$ cat src/rtl/rv_pkg.sv
// Shared writeback definitions.
//   t_ld_size  : load access size (byte/half/word/double)
//   SEL_*      : writeback source select encodings
//   t_wb_state : writeback stage state (idle / waiting on memory)
package rv_pkg;

  typedef enum logic [1:0] {
    LD_B = 2'd0,
    LD_H = 2'd1,
    LD_W = 2'd2,
    LD_D = 2'd3
  } t_ld_size;

  localparam int unsigned SEL_ALU_RESULT   = 0;
  localparam int unsigned SEL_DMEM_RD_DATA = 1;
  localparam int unsigned SEL_PC_PLUS4     = 2;
  localparam int unsigned SEL_CSR_RD_DATA  = 3;

  typedef enum logic {
    WB_IDLE = 1'b0,
    WB_WAIT = 1'b1
  } t_wb_state;

endpackage

$ cat src/rtl/rv_ld_align.sv
// Load data alignment: shifts the raw memory word down to the addressed
// byte lane, keeps the access-size bits and sign- or zero-extends them.
// Purely combinational.
//   data     : raw aligned-word load data
//   size     : access size
//   is_unsig : zero-extend when set
//   addr_lsb : byte offset within the word
//   result   : extended load value
module rv_ld_align
  import rv_pkg::*;
#(
  parameter int unsigned XLEN = 32,
  parameter int unsigned AW   = $clog2(XLEN/8)
) (
  input  logic [XLEN-1:0] data,
  input  t_ld_size        size,
  input  logic            is_unsig,
  input  logic [AW-1:0]   addr_lsb,
  output logic [XLEN-1:0] result
);

  logic [AW-1:0]   off;
  logic [XLEN-1:0] sh;
  logic [XLEN-1:0] mask;
  logic            sbit;

  // Offset bits below the access size are ignored (natural alignment).
  always_comb begin
    off = addr_lsb;
    unique case (size)
      LD_B:    off = addr_lsb;
      LD_H:    off = addr_lsb & ~AW'(1);
      LD_W:    off = addr_lsb & ~AW'(3);
      default: off = '0;
    endcase
  end

  assign sh = data >> {off, 3'b000};

  // A mask covering the full width leaves nothing to extend, so word loads
  // on a 32-bit datapath are unaffected by is_unsig.
  always_comb begin
    mask = '1;
    sbit = sh[XLEN-1];
    unique case (size)
      LD_B: begin
        mask = XLEN'({8{1'b1}});
        sbit = sh[7];
      end
      LD_H: begin
        mask = XLEN'({16{1'b1}});
        sbit = sh[15];
      end
      LD_W: begin
        mask = XLEN'({32{1'b1}});
        sbit = sh[31];
      end
      default: begin
        mask = '1;
        sbit = sh[XLEN-1];
      end
    endcase
  end

  assign result = (sh & mask) | ((sbit & ~is_unsig) ? ~mask : '0);

endmodule

$ cat src/rtl/rv_wb_unit.sv
// Writeback stage. Selects the Q104H result, aligns load data, stalls the
// pipeline while a data-memory response is outstanding and drives a
// registered register-file write port in Q105H.
//   clk, rst          : clock, synchronous active-high reset
//   *_Q104H           : instruction in writeback (held stable while stalled)
//   dmem_rsp_valid    : load data valid this cycle
//   dmem_rd_data      : raw load data
//   wb_stall          : freeze Q104H and earlier stages (combinational)
//   rf_wr_*_Q105H     : register-file write port
//   load_timeout      : sticky flag, a load gave up waiting for memory
module rv_wb_unit
  import rv_pkg::*;
#(
  parameter int unsigned XLEN          = 32,
  parameter int unsigned NUM_SRC       = 4,
  parameter int unsigned LOAD_SRC      = SEL_DMEM_RD_DATA,
  parameter int unsigned MAX_LOAD_WAIT = 15,
  parameter int unsigned SW            = (NUM_SRC > 1) ? $clog2(NUM_SRC) : 1,
  parameter int unsigned AW            = $clog2(XLEN/8)
) (
  input  logic                    clk,
  input  logic                    rst,
  input  logic                    valid_Q104H,
  input  logic [SW-1:0]           sel_wb_Q104H,
  input  logic [NUM_SRC*XLEN-1:0] src_data_Q104H,
  input  logic                    rf_wr_en_Q104H,
  input  logic [4:0]              rd_Q104H,
  input  logic [1:0]              ld_size_Q104H,
  input  logic                    ld_unsigned_Q104H,
  input  logic [AW-1:0]           addr_lsb_Q104H,
  input  logic                    dmem_rsp_valid,
  input  logic [XLEN-1:0]         dmem_rd_data,
  output logic                    wb_stall,
  output logic                    rf_wr_en_Q105H,
  output logic [4:0]              rf_wr_addr_Q105H,
  output logic [XLEN-1:0]         rf_wr_data_Q105H,
  output logic                    load_timeout
);

  localparam int unsigned CW = (MAX_LOAD_WAIT > 0) ? $clog2(MAX_LOAD_WAIT + 1) : 1;

  t_wb_state       state;
  logic [CW-1:0]   cnt;
  logic            is_load;
  logic            cnt_max;
  logic            wr_q;
  logic [XLEN-1:0] ld_data;
  logic [XLEN-1:0] wb_data;

  assign is_load = valid_Q104H & (32'(sel_wb_Q104H) == LOAD_SRC);
  assign cnt_max = (cnt == CW'(MAX_LOAD_WAIT));
  assign wr_q    = rf_wr_en_Q104H & (rd_Q104H != 5'd0);

  rv_ld_align #(
    .XLEN (XLEN),
    .AW   (AW)
  ) u_ld_align (
    .data     (dmem_rd_data),
    .size     (t_ld_size'(ld_size_Q104H)),
    .is_unsig (ld_unsigned_Q104H),
    .addr_lsb (addr_lsb_Q104H),
    .result   (ld_data)
  );

  // Load slot always takes memory data; selects past NUM_SRC yield zero.
  always_comb begin
    wb_data = '0;
    for (int unsigned i = 0; i < NUM_SRC; i++) begin
      if (32'(sel_wb_Q104H) == i) wb_data = src_data_Q104H[i*XLEN +: XLEN];
    end
    if (32'(sel_wb_Q104H) == LOAD_SRC) wb_data = ld_data;
  end

  assign wb_stall = ((state == WB_IDLE) & is_load & ~dmem_rsp_valid) |
                    ((state == WB_WAIT) & ~dmem_rsp_valid & ~cnt_max);

  always_ff @(posedge clk) begin
    if (rst) begin
      state            <= WB_IDLE;
      cnt              <= '0;
      rf_wr_en_Q105H   <= 1'b0;
      rf_wr_addr_Q105H <= '0;
      rf_wr_data_Q105H <= '0;
      load_timeout     <= 1'b0;
    end else begin
      rf_wr_en_Q105H <= 1'b0;
      unique case (state)
        WB_IDLE: begin
          if (valid_Q104H) begin
            if (is_load & ~dmem_rsp_valid) begin
              state <= WB_WAIT;
              cnt   <= '0;
            end else begin
              rf_wr_en_Q105H   <= wr_q;
              rf_wr_addr_Q105H <= rd_Q104H;
              rf_wr_data_Q105H <= wb_data;
            end
          end
        end
        WB_WAIT: begin
          // A response in the timeout cycle takes priority over the timeout.
          if (dmem_rsp_valid) begin
            state            <= WB_IDLE;
            rf_wr_en_Q105H   <= valid_Q104H & wr_q;
            rf_wr_addr_Q105H <= rd_Q104H;
            rf_wr_data_Q105H <= wb_data;
          end else if (cnt_max) begin
            state            <= WB_IDLE;
            rf_wr_en_Q105H   <= valid_Q104H & wr_q;
            rf_wr_addr_Q105H <= rd_Q104H;
            rf_wr_data_Q105H <= '0;
            load_timeout     <= 1'b1;
          end else begin
            cnt <= cnt + CW'(1);
          end
        end
        default: state <= WB_IDLE;
      endcase
    end
  end

endmodule

$ cat config.mk
export PLATFORM = sky130hd
export DESIGN_NAME = rv_wb_unit
export DESIGN_NICKNAME = d
export VERILOG_FILES = /design/src/rtl/rv_pkg.sv /design/src/rtl/rv_ld_align.sv /design/src/rtl/rv_wb_unit.sv
export SDC_FILE = /design/constraint.sdc
export NUM_CORES = 1
export LEC_CHECK = 0
export CAP_MARGIN = 20
export CELL_PAD_IN_SITES_DETAIL_PLACEMENT = 0
export CELL_PAD_IN_SITES_GLOBAL_PLACEMENT = 2
export CORE_MARGIN = 4
export CORE_UTILIZATION = 20
export DETAILED_ROUTE_END_ITERATION = 8
export GPL_TIMING_DRIVEN = 0
export MAX_ROUTING_LAYER = met4
export PLACE_DENSITY_LB_ADDON = 0.1
export REMOVE_ABC_BUFFERS = 1
export SLEW_MARGIN = 20
export SYNTH_ARGS = -nofsm -noshare
export SYNTH_HDL_FRONTEND = slang
export SYNTH_HIERARCHICAL = 1
export SYNTH_SLANG_ARGS = --single-unit
$ cat constraint.sdc
create_clock -name clk -period 2.2 [get_ports clk]
set_input_delay 0.44 -clock clk [delete_from_list [all_inputs] [get_ports clk]]
set_output_delay 0.44 -clock clk [all_outputs]
set_load 0.05 [all_outputs]
# Yosys cells after proc, flatten, opt, wreduce, memory -nomap -nowiden
# Cells that the tools add are included.
# word_totals
ff_bits	44
in_bits	177
out_inout_bits	40
# classes
n_addsub	1
eq_ne	11
n_shift	1
muxes	33
bitwise_logic	17
n_reduce_logical	6
# op_table
cell	n
$mux 32	9
$pmux 32 s2	2
$and 32x32->32	1
$not 32->32	1
$or 32x32->32	1
$shr 32x5->32	1
$mux 5	4
$mux 4	4
$pmux 5 s2	1
$and 1x1->1	9
$mux 1	8
$ne 2x2->1 const B	4
$pmux 4 s2	1
$pmux 1 s2	3
$reduce_and 3->1	2
$reduce_bool 5->1	1
$add 4x1->4 const B	1
$eq 2x1->1 const B	2
$eq 2x2->1 const B	2
$eq 4x4->1 const B	1
$logic_not 2->1	2
$not 1->1	4
$pmux 2 s2	1
$reduce_and 4->1	1
3 further kinds	3

# Logic depth before layout (Yosys ltp)
# Gate-level depths: netlist (run 1).
# depth
word_depth	11
depth_mapped	9

# By module
# Netlist (run 1), hierarchy kept.
# modules_own_cells
module	instances	cells_per_inst	area_per_inst_um2
rv_wb_unit	1	244	3017.9
rv_ld_align	1	102	854.6

# Worst setup path before layout (run 1)
# Ideal clock, no wire load.
# synth_path
path_type	input-to-reg
startpoint	input port addr_lsb_Q104H[0]
endpoint	register rf_wr_data_Q105H[22]
arrival_time_ps	2228
required_time_ps	2076
path_slack_ps	-152
path_stages	8
n_path_buf	1
cell_sequence	nor2b_1 -> mux2_4 -> a211oi_4 -> buf_6 -> o31ai_1 -> mux4_2 -> inv_1 -> o32ai_2
# synth_via
elab_chain_cells	10
elab_cells_between_ends	12
# synth_lines
item	line_no	source
from (decl)	rv_wb_unit.sv:30	input logic [AW-1:0] addr_lsb_Q104H,
$pmux 2 s2 (*)	rv_ld_align.sv:30	unique case (size)
$shr 32x5->32 (*)	rv_ld_align.sv:38	assign sh = data >> {off, 3'b000};
$pmux 1 s2	rv_ld_align.sv:45	unique case (size)
$and 1x1->1	rv_ld_align.sv:65	assign result = (sh & mask) | ((sbit & ~is_unsig) ? ~mask : '0);
$mux 32	rv_ld_align.sv:65	
$or 32x32->32 (*)	rv_ld_align.sv:65	
net ld_data[22]	rv_wb_unit.sv:47	logic [XLEN-1:0] ld_data;
$mux 32 (*)	rv_wb_unit.sv:71	if (32'(sel_wb_Q104H) == LOAD_SRC) wb_data = ld_data;
$mux 32	rv_wb_unit.sv:90	if (is_load & ~dmem_rsp_valid) begin
$mux 32	rv_wb_unit.sv:89	if (valid_Q104H) begin
$pmux 32 s2 (*)	rv_wb_unit.sv:87	unique case (state)
to (signal assigned)	rv_wb_unit.sv:96	rf_wr_data_Q105H <= wb_data;
to (signal assigned)	rv_wb_unit.sv:106	rf_wr_data_Q105H <= wb_data;
to (decl)	rv_wb_unit.sv:36	output logic [XLEN-1:0] rf_wr_data_Q105H,
# The timed path passes the listed nets; every way through them passes the cells marked *. The select of a mux whose other input is x is not followed.
# A chain may end at the register's enable or synchronous reset.

# Worst setup path after layout (run 1)
# layout_path
startpoint	input port ld_size_Q104H[0]
endpoint	register rf_wr_data_Q105H[30]
# layout_via
elab_chain_cells	11
elab_cells_between_ends	16
# layout_lines
item	line_no	source
from (decl)	rv_wb_unit.sv:28	input logic [1:0] ld_size_Q104H,
$eq 2x1->1 / $logic_not 2->1 (equally long branches)	rv_ld_align.sv:30, rv_ld_align.sv:45	
$pmux 2 s2	rv_ld_align.sv:30	
$shr 32x5->32	rv_ld_align.sv:38	
$pmux 1 s2	rv_ld_align.sv:45	
$and 1x1->1	rv_ld_align.sv:65	
$mux 32	rv_ld_align.sv:65	
$or 32x32->32 (*)	rv_ld_align.sv:65	
net ld_data[30]	rv_wb_unit.sv:47	
$mux 32 (*)	rv_wb_unit.sv:71	
$mux 32	rv_wb_unit.sv:90	
$mux 32	rv_wb_unit.sv:89	
$pmux 32 s2 (*)	rv_wb_unit.sv:87	
# Marked as above.

==> flow_metrics.py, run 1 <==
metrics = {
    "finish": {
        "final_nets": 698,
        "final_common_cell": "clkdlybuf4s50_1",
        "drive_gt1_share_pct": 29.75,
        "syn2layout_area_growth_pct": 63.46,
        "nFillCells": 1941,
        "final_cell_mix": "170 x clkdlybuf4s50_1, 45 x nand2b_1, 44 x dfxtp_1",
        "stdcell_area_mm2": 0.006330,
    },
    "sta": {
        "hold_slack_ns": 0.4757,
        "hold_viol": 0,
        "report.final.slew_viol_count": 0,
        "post-route-period-util_pct": 96.98,
        "fmax_mhz": 468.7,
        "fin_crit_ns": 2.134,
        "worst-slew-pin-transition_ns": 0.6127,
        "setup_viol": 0,
        "skew_ns": 0.005443,
        "slew_headroom_pct": 59.15,
        "post-route-worst-setup-slack_ns": 0.06641,
    },
    "drt": {
        "wl_per_cell_um": 19.84,
        "first_pass_iters": 4,
        "vias_per_cell": 4.559,
        "num_vias": 3565,
        "drc_errors": 0,
        "wirelength_mm": 15.52,
        "drt_iter0_markers": 120,
        "antenna_left": 0,
    },
    "power_and_ir_drop": {
        "power_per_cell_area_mw_per_mm2": 488.4,
        "leakage_nw": 2.269,
        "ir_worst_vdd_v": 0.0002540,
        "report.power.total_mw": 3.091,
    },
    "placement": {
        "preCtsSetupSlack_ns": -1.440,
        "placed_area_mm2": 0.005887,
        "hpwl_mm": 12.36,
        "gp_congestion": 0.7505,
        "io_buffers": 184,
    },
    "synthesis": {
        "synth_edf_count": 0,
        "avgSynthCellArea_um2": 11.19,
        "synthArstFlopShare_pct": 0,
        "yosys_warnings": 6,
        "syn-cell-area_mm2": 0.003872,
        "yosys_register_bits": 44,
        "synthCells": 346,
        "synth.distinct_cells": 46,
        "synth_seq_area_share_pct": 22.75,
        "synth_flop_cell": "dfxtp_1",
    },
    "grt": {
        "grt_pass1_wl_mm": 23.83,
        "grt_remaining_overflow": 0,
        "grt_pass1_vias": 3957,
        "grt_usage_pct": 14.73,
        "antenna_found_initial": 1,
        "grt_start_max_net_pins": 32,
    },
    "worst_setup_path": {
        "end_kind": "register",
        "cpMaxStageDelayCell": "mux4_2",
        "crit_type": "in -> reg",
        "cp-start-kind": "primary input",
        "slowest_delay_ns": 0.50,
        "worstPathCellList": "buf_8 -> nor2b_4 -> mux2_4 -> a211oi_4 -> buf_6 -> o31ai_2 -> mux4_2 -> inv_2 -> o32ai_2",
        "crit_required_ns": 2.37,
        "critical_path_arrival_ns": 2.30,
        "cp_max_fo": 12,
    },
    "clock_tree": {
        "clk_latency_ns": 0.30,
        "clk_path_buf_depth": 2,
        "cts_tree": "yes",
        "clockRootBuffer": "clkbuf_16",
        "cts_sinks": 44,
        "cts-htree-levels": 2,
        "clkSlewWorstSetupHoldPaths_ns": 0.07,
        "cts_made_buffers": 5,
    },
    "hold_path": {
        "hold_path.class": "reg -> reg",
    },
    "floorplan": {
        "dieWidth_um": 147.2,
        "core_area_mm2": 0.01889,
        "die_y_um": 147.2,
        "die_area_mm2": 0.02165,
        "rows": 50,
        "pin_count": 217,
        "start_util_pct": 20.50,
    },
    "job": {
        "maxCapViolations": 0,
    },
    "outcome": {
        "status": "complete, no violations",
    },
}
[cell families (layout without fill, tap and decap cells)]
| logic type | count (synthesis) | after routing | synth area share [%] |
|---|---|---|---|
| adder cells (fa/ha/maj) | 1 | 1 | 0.3231 |
| AND/OR/NAND/NOR | 70 | 70 | 12.57 |
| AO/OA/AOI/OAI | 102 | 102 | 25.65 |
| buffers and inverters | 81 | 256 | 13.57 |
| multiplexers | 48 | 48 | 25.14 |
| other | 0 | 1 | 0 |
| flip-flops | 44 | 44 | 22.75 |
[report_power, final]
group	leakage (nW)	internal, mW	switching [mW]	total, mW
logic	1.82	0.654	0.627	1.28
registers	0.361	0.854	0.0290	0.883
clock network	0.0871	0.570	0.357	0.928
[flip-flops by register name, indices dropped and copies added (netlist names)]
name and count:
cnt 4, load_timeout 1, rf_wr_addr_Q105H 5, rf_wr_data_Q105H 32
rf_wr_en_Q105H 1, state 1
[critical path: cells and delay by family]
kind / cells / cell delay (ns)
buf+inv: 3 / 0.41
simple gates: 1 / 0.14
mux: 2 / 0.83
compound gates: 3 / 0.46
[repair_timing]
item,in CTS,in global routing
gates cloned,2,0
gates resized for setup,71,12
pin swaps,6,2
hold buffers,0,0
setup endpoints to repair,33,26
hold endpoints to repair,0,0
buffers inserted,10,2
[through the flow]
step | instances | TNS (ns) | util [%]
after global routing | 782 | -0.007713 | 33.50
after floorplan | 308 | -34.73 | -
after detailed placement | 762 | -39.38 | 31.16
after CTS | 782 | 0 | 33.71
final | 782 | 0 | 33.50
after global placement | 752 | -185.58 | 30.04
[path summary, 6_finish.rpt]
| check | start | endpoint | slack (ns) | cells past startpoint |
|---|---|---|---|---|
| min reg2reg | rf_wr_addr_Q105H[3] | rf_wr_addr_Q105H[3] | 0.48 | 2 |
| max | ld_size_Q104H[0] | rf_wr_data_Q105H[30] | 0.07 | 9 |
| max reg2reg | cnt[0] | rf_wr_addr_Q105H[2] | 0.27 | 6 |
| min | rf_wr_addr_Q105H[3] | rf_wr_addr_Q105H[3] | 0.48 | 2 |
[metal layers]
layer / up-vias / global-route usage [%] / wire length (um)
met3: 8 / 2.899 / 794
met5: - / - / 0
met2: 105 / 25.05 / 7860
met1: 1777 / 18.26 / 6715
met4: 0 / 3.075 / 144
li1: 1675 / - / -
[synth_stat cells, types with 2 or more instances]
| library cell | count | area, um^2 |
|---|---|---|
| nand2b_1 | 46 | 287.8 |
| dfxtp_1 | 44 | 880.8 |
| inv_1 | 43 | 161.4 |
| mux4_2 | 39 | 878.3 |
| o32ai_2 | 30 | 488.0 |
| a21oi_1 | 26 | 130.1 |
| buf_6 | 15 | 168.9 |
| o31ai_1 | 15 | 112.6 |
| a22o_1 | 8 | 70.07 |
| mux2i_1 | 8 | 80.08 |
| o22ai_1 | 8 | 50.05 |
| clkbuf_1 | 7 | 26.28 |
| clkbuf_8 | 7 | 96.34 |
| buf_2 | 6 | 30.03 |
| nor2_1 | 4 | 15.01 |
| nor2b_1 | 3 | 18.77 |
| nor4b_4 | 3 | 71.32 |
| a211oi_1 | 2 | 15.01 |
| a41oi_1 | 2 | 17.52 |
| buf_8 | 2 | 30.03 |
| nand2_1 | 2 | 7.510 |
| o32ai_1 | 2 | 17.52 |
[layout make-up]
type / count / area, um^2 / share of cell area [%]
Timing Repair Buffer: 205 / 2131 / 33.66
Clock inverter: 2 / 38.79 / 0.6128
Inverter: 43 / 161.4 / 2.550
Clock buffer: 6 / 138.9 / 2.194
Sequential cell: 44 / 880.8 / 13.92
Multi-Input combinational cell: 221 / 2651 / 41.89
Antenna cell: 1 / 2.502 / 0.03953
Tap cell: 260 / 325.3 / 5.139
Note: power is estimated with default switching activity, not from simulation.
==> run 2, diff against run 1 <==
--- a/config.mk
+++ b/config.mk
@@ -13,7 +13,7 @@
 export DETAILED_ROUTE_END_ITERATION = 8
 export GPL_TIMING_DRIVEN = 0
 export MAX_ROUTING_LAYER = met4
-export PLACE_DENSITY_LB_ADDON = 0.1
+export PLACE_DENSITY = 0.79
 export REMOVE_ABC_BUFFERS = 1
 export SLEW_MARGIN = 20
 export SYNTH_ARGS = -nofsm -noshare
==> run 2 against run 1 <==
  * Critical path depth up 1
  * Non-clock buffer count down 2
  * Core utilization up 0.26 points
  * Power up 0.91%
  * Clock power down 1%
==> flow_metrics.py, run 2 (synthesis results as in run 1) <==
metrics = {
    "clock_tree": {
        "clkSlewWorstSetupHoldPaths_ns": 0.07,
        "cts_sinks": 44,
        "cts_tree": "yes",
        "clk_latency_ns": 0.30,
        "clk_path_buf_depth": 2,
        "cts-htree-levels": 2,
        "clockRootBuffer": "clkbuf_16",
        "cts_made_buffers": 5,
    },
    "worst_setup_path": {
        "r2r_slack_ns": 0.14,
        "r2r_cells": 6,
        "worstReg2RegStart": "cnt[0]",
        "crit_required_ns": 2.35,
        "cp_max_fo": 8,
        "cp-start-kind": "primary input",
        "path_buf_inv": 4,
        "critical_path_arrival_ns": 2.30,
        "cpMaxStageDelayCell": "mux4_2",
        "slowest_delay_ns": 0.48,
        "crit_family": "multiplexers",
        "crit_type": "in -> reg",
        "rr_endpoint": "rf_wr_data_Q105H[13]",
        "worstPathCellList": "buf_12 -> nor2b_4 -> mux2_4 -> a211oi_4 -> buf_6 -> buf_16 -> o31ai_4 -> mux4_2 -> inv_2 -> o32ai_2",
        "end_kind": "register",
    },
    "drt": {
        "drc_errors": 0,
        "wirelength_mm": 14.94,
        "drt_iter0_markers": 133,
        "antenna_left": 0,
        "num_vias": 3577,
        "first_pass_iters": 4,
        "wl_per_cell_um": 19.18,
        "vias_per_cell": 4.592,
    },
    "finish": {
        "final_nets": 696,
        "final_cell_mix": "170 x clkdlybuf4s50_1, 45 x nand2b_1, 44 x dfxtp_1",
        "drive_gt1_share_pct": 30.64,
        "n_antenna_cell": 0,
        "largest_reg_flops": 32,
        "top_register": "rf_wr_data_Q105H",
        "syn2layout_area_growth_pct": 64.75,
        "final_common_cell": "clkdlybuf4s50_1",
        "layout_top_registers": "rf_wr_data_Q105H: 32 flops, rf_wr_addr_Q105H: 5 flops, cnt: 4 flops",
    },
    "grt": {
        "grt_start_max_net_pins": 35,
        "grt_pass1_wl_mm": 23.20,
        "antenna_found_initial": 1,
        "grt_pass1_vias": 3998,
        "grt_remaining_overflow": 0,
        "grt_usage_pct": 13.92,
    },
    "sta": {
        "fin_crit_ns": 2.144,
        "hold_slack_ns": 0.4729,
        "worst-slew-pin-transition_ns": 0.7408,
        "skew_ns": 0.01174,
        "post-route-worst-setup-slack_ns": 0.05572,
        "fmax_mhz": 466.4,
        "report.final.slew_viol_count": 0,
        "post-route-period-util_pct": 97.47,
        "rsz0062_at_grt": "yes",
        "hold_viol": 0,
        "setup_viol": 0,
        "slew_headroom_pct": 50.50,
    },
    "power_and_ir_drop": {
        "leakage_nw": 2.267,
        "power_per_cell_area_mw_per_mm2": 489.0,
        "ir_worst_vdd_v": 0.0003119,
    },
    "placement": {
        "hpwl_mm": 11.83,
        "gp_congestion": 0.7936,
        "preCtsSetupSlack_ns": -1.687,
        "io_buffers": 184,
    },
    "outcome": {
        "status": "complete, no violations",
    },
    "hold_path": {
        "hp-start": "rf_wr_addr_Q105H[3]",
        "hold_path_end": "rf_wr_addr_Q105H[3]",
        "hold_depth": 2,
        "hold_path.class": "reg -> reg",
    },
    "floorplan": {
        "start_util_pct": 20.50,
        "rows": 50,
        "die_y_um": 147.2,
        "die_area_mm2": 0.02165,
        "pin_count": 217,
        "dieWidth_um": 147.2,
        "core_area_mm2": 0.01889,
    },
    "job": {
        "maxCapViolations": 0,
    },
}
## run 2: changes by cell type in the layout (fill, tap and decap cells not counted), moves of 2 or more
cell	change
buf_12	+3
buf_8	-2
dlygate4sd2_1	-2
inv_1	-6
inv_2	+6
o31ai_2	-9
o31ai_4	+8
## run 2: layout make-up
class | instances | area, um^2
timing repair buffer | 203 | 2121
clock buffer | 5 | 125.1
clock inverter | 3 | 46.29
fill | 1919 | 12510
tap | 260 | 325.3
inverter | 43 | 161.4
multi-input combinational | 221 | 2720
sequential | 44 | 880.8
## run 2: worst register-to-register path: cells and delay by family, from the launching register on
kind / cells / cell delay [ns]
DFF: 1 / 0.40
AOI/OAI and AO/OA: 2 / 0.66
buffers and inverters: 2 / 0.45
adders and majority gates: 1 / 0.28
and+or+nand+nor: 1 / 0.16
## run 2: layer usage
layer / routed length, um / GRT usage [%] / vias to the layer above
li1: - / - / 1664
met1: 6455 / 17.12 / 1795
met2: 7677 / 24.45 / 112
met3: 676 / 1.974 / 6
met4: 131 / 2.796 / 0
met5: 0 / - / -
## run 2: power by group
part	switching (mW)	total, mW	internal, mW
Clock	0.373	0.915	0.542
Sequential	0.0306	0.884	0.854
Combinational	0.650	1.32	0.670
## run 2: through the flow
| step | std cells | TNS (ns) | area [um^2] | util, % | power (mW) |
|---|---|---|---|---|---|
| final | 779 | 0 | 6380 | 33.77 | 3.120 |
| after global routing | 779 | -0.01431 | 6380 | 33.77 | 3.270 |
| after CTS | 778 | -0.003875 | 6344 | 33.58 | 3.161 |
| after detailed placement | 759 | -48.70 | 5814 | 30.77 | 2.113 |
| after global placement | 752 | -167.34 | 5675 | 30.04 | 2.086 |
| after floorplan | 308 | -34.73 | 3508 | - | 1.521 |
## run 2: worst max path at each step
stage                            startpoint                    to  slack (ns)  cells after the start
after detailed placement   ld_size_Q104H[1]  rf_wr_data_Q105H[20]       -1.69                      7
final                      ld_size_Q104H[0]  rf_wr_data_Q105H[30]        0.06                     10
after CTS                 addr_lsb_Q104H[0]  rf_wr_data_Q105H[19]      -0.002                     10
after global routing       ld_size_Q104H[0]  rf_wr_data_Q105H[30]       -0.01                     10
after floorplan                      cnt[0]   rf_wr_addr_Q105H[0]       -0.94                      4
after global placement      sel_wb_Q104H[1]  rf_wr_data_Q105H[10]       -4.30                      4
## run 2: timing repair
action | CTS | global route
endpoints found under the setup margin | 33 | 20
buffers inserted | 9 | 1
hold buffers | 0 | 0
gates resized for setup | 91 | 14
pin swaps | 12 | 4
cloned | 2 | 0
==> run 3, diff against run 2 <==
--- a/config.mk
+++ b/config.mk
@@ -9,11 +9,11 @@
 export CELL_PAD_IN_SITES_DETAIL_PLACEMENT = 0
 export CELL_PAD_IN_SITES_GLOBAL_PLACEMENT = 2
 export CORE_MARGIN = 4
-export CORE_UTILIZATION = 20
+export CORE_UTILIZATION = 24
 export DETAILED_ROUTE_END_ITERATION = 8
 export GPL_TIMING_DRIVEN = 0
 export MAX_ROUTING_LAYER = met4
-export PLACE_DENSITY = 0.79
+export PLACE_DENSITY = 0.89
 export REMOVE_ABC_BUFFERS = 1
 export SLEW_MARGIN = 20
 export SYNTH_ARGS = -nofsm -noshare
==> constraint.sdc (replaced) <==
create_clock -name clk -period 2.7 [get_ports clk]
set_input_delay 0.54 -clock clk [delete_from_list [all_inputs] [get_ports clk]]
set_output_delay 0.54 -clock clk [all_outputs]
set_load 0.05 [all_outputs]
==> run 3 against run 2 <==
  * Hold slack improved by 0.0090 ns
  * Combinational power fell by 25%
  * Clock skew fell by 0.0041 ns
  * Critical path depth fell by 1
  * Worst setup slack improved by 0.0011 ns
  * Global-route usage rose by 2.1 points
  * Register-to-register slack improved by 0.47 ns
  * Non-clock buffer count fell by 7
  * Highest routed layer unchanged
  * Critical path type unchanged
  * Critical endpoint is now rf_wr_data_Q105H[25]
==> flow_metrics.py, run 3 (synthesis results as in run 1) <==
metrics = {
    "outcome": {
        "status": "complete, no violations",
    },
    "worst_setup_path": {
        "cp_max_fo": 11,
        "crit_type": "in -> reg",
        "cp-start-kind": "primary input",
        "critical_path_arrival_ns": 2.80,
        "end_kind": "register",
        "r2r_cells": 6,
        "crit_required_ns": 2.86,
    },
    "sta": {
        "fmax_mhz": 378.3,
        "slew_headroom_pct": 46.58,
        "fin_crit_ns": 2.643,
        "post-route-worst-setup-slack_ns": 0.05677,
        "rsz0062_at_grt": "yes",
        "report.final.slew_viol_count": 0,
        "skew_ns": 0.007611,
        "post-route-period-util_pct": 97.90,
        "hold_viol": 0,
        "setup_viol": 0,
        "worst-slew-pin-transition_ns": 0.7999,
        "tns_ns": 0,
    },
    "power_and_ir_drop": {
        "power_frac_seq_pct": 29.5,
        "switching_share_pct": 32.90,
        "leakage_nw": 2.183,
        "switchingPower_mw": 0.8053,
        "power.internal_mw": 1.642,
        "power_per_cell_area_mw_per_mm2": 406.2,
        "clockPowerShare_pct": 30.1,
        "combPwrFrac_pct": 40.4,
        "ir_worst_vdd_v": 0.0002134,
    },
    "finish": {
        "syn2layout_area_growth_pct": 55.57,
        "multiInputGateArea_mm2": 0.002520,
        "nFillCells": 1555,
        "final_cell_mix": "176 x clkdlybuf4s50_1, 46 x nand2b_1, 44 x dfxtp_1",
        "layout_top_registers": "rf_wr_data_Q105H: 32 flops, rf_wr_addr_Q105H: 5 flops, cnt: 4 flops",
        "top_register": "rf_wr_data_Q105H",
        "register_area_um2": 880.8,
        "largest_reg_flops": 32,
        "final_common_cell": "clkdlybuf4s50_1",
        "final_nets": 689,
        "drive_gt1_share_pct": 22.46,
    },
    "clock_tree": {
        "cts_tree": "yes",
        "clk_path_buf_depth": 2,
        "clockRootBuffer": "clkbuf_16",
        "clkSlewWorstSetupHoldPaths_ns": 0.07,
        "cts_sinks": 44,
        "cts_made_buffers": 5,
        "clk_latency_ns": 0.30,
        "cts-htree-levels": 2,
    },
    "placement": {
        "hpwl_mm": 11.48,
        "io_buffers": 184,
        "gp_congestion": 0.8141,
        "preCtsSetupSlack_ns": -1.347,
    },
    "grt": {
        "grt_remaining_overflow": 0,
        "grt_pass1_vias": 3900,
        "grt_start_max_net_pins": 35,
        "grt_pass1_wl_mm": 22.00,
        "grt_usage_pct": 16.01,
        "antenna_found_initial": 2,
    },
    "floorplan": {
        "pin_count": 217,
        "die_y_um": 135.0,
        "rows": 46,
        "die_area_mm2": 0.01823,
        "start_util_pct": 24.47,
        "dieWidth_um": 135.0,
        "core_area_mm2": 0.01583,
    },
    "drt": {
        "vias_per_cell": 4.898,
        "antenna_left": 0,
        "num_vias": 3571,
        "wl_per_cell_um": 19.56,
        "first_pass_iters": 6,
        "wirelength_mm": 14.26,
        "drt_iter0_markers": 107,
        "drc_errors": 0,
    },
    "job": {
        "maxCapViolations": 0,
    },
    "hold_path": {
        "hold_depth": 2,
        "hold_path.class": "reg -> reg",
    },
}
## run 3: cell types whose count changed in the layout (fill, tap and decap cells not counted), sizes merged
cell	before	now
buf	28	16
clkbuf	6	5
clkdlybuf4s15	0	1
clkdlybuf4s50	170	176
diode	0	1
dlygate4sd2	3	2
## run 3: final timing paths
check	slack, ns	start	end
max	0.06	addr_lsb_Q104H[0]	rf_wr_data_Q105H[25]
min	0.48	rf_wr_addr_Q105H[1]	rf_wr_addr_Q105H[1]
max reg2reg	0.61	cnt[0]	rf_wr_data_Q105H[11]
min reg2reg	0.48	rf_wr_addr_Q105H[1]	rf_wr_addr_Q105H[1]
## run 3: worst max-delay path, cell delays in order
cell and delay [ns]:
clkdlybuf4s50_1 0.49, nor2b_4 0.20, mux2_4 0.34, a211oi_4 0.27
buf_12 0.17, o31ai_1 0.12, mux4_2 0.51, inv_1 0.08
o32ai_2 0.07
## run 3: routing by layer
layer  vias up  part of all wire [%]  GRT usage (%)
li1       1647                     -              -
met1      1807                    42          19.11
met2       109                    52          27.90
met3         8                   4.8          3.241
met4         0                   1.1          3.751
met5         -                     0              -
## run 3: timing repair
action / CTS / global route
pin swaps: 2 / 1
gates resized for setup: 16 / 5
hold endpoints to repair: 0 / 0
buffers inserted: 4 / 1
setup endpoints to repair: 33 / 21
hold buffers: 0 / 0
## run 3: per-stage QoR
step | util (%) | std cells | power [mW] | hold WS (ns) | cell area (um^2)
global placement | 35.51 | 708 | 1.690 | 0.4603 | 5620
finish | 38.06 | 729 | 2.447 | 0.4819 | 6025
floorplan | - | 308 | 1.239 | 0.4769 | 3508
CTS | 37.93 | 727 | 2.488 | 0.4863 | 6003
global route | 38.06 | 729 | 2.570 | 0.5055 | 6025
detailed placement | 36.43 | 715 | 1.717 | 0.4704 | 5767
## run 3: layout make-up
type | instances | area share [%]
multi-input combinational | 221 | 41.83
timing repair buffer | 196 | 33.50
sequential | 44 | 14.62
tap | 216 | 4.486
inverter | 43 | 2.679
clock buffer | 5 | 2.077
clock inverter | 3 | 0.7684
antenna | 1 | 0.04154
## run 3: power groups by stage
stage,Combinational [mW],Sequential (mW),Clock (mW)
finish,0.988,0.721,0.738
global route,1.04,0.727,0.799
CTS,0.996,0.722,0.770
detailed placement,0.980,0.736,0
global placement,0.955,0.735,0
floorplan,0.346,0.894,0
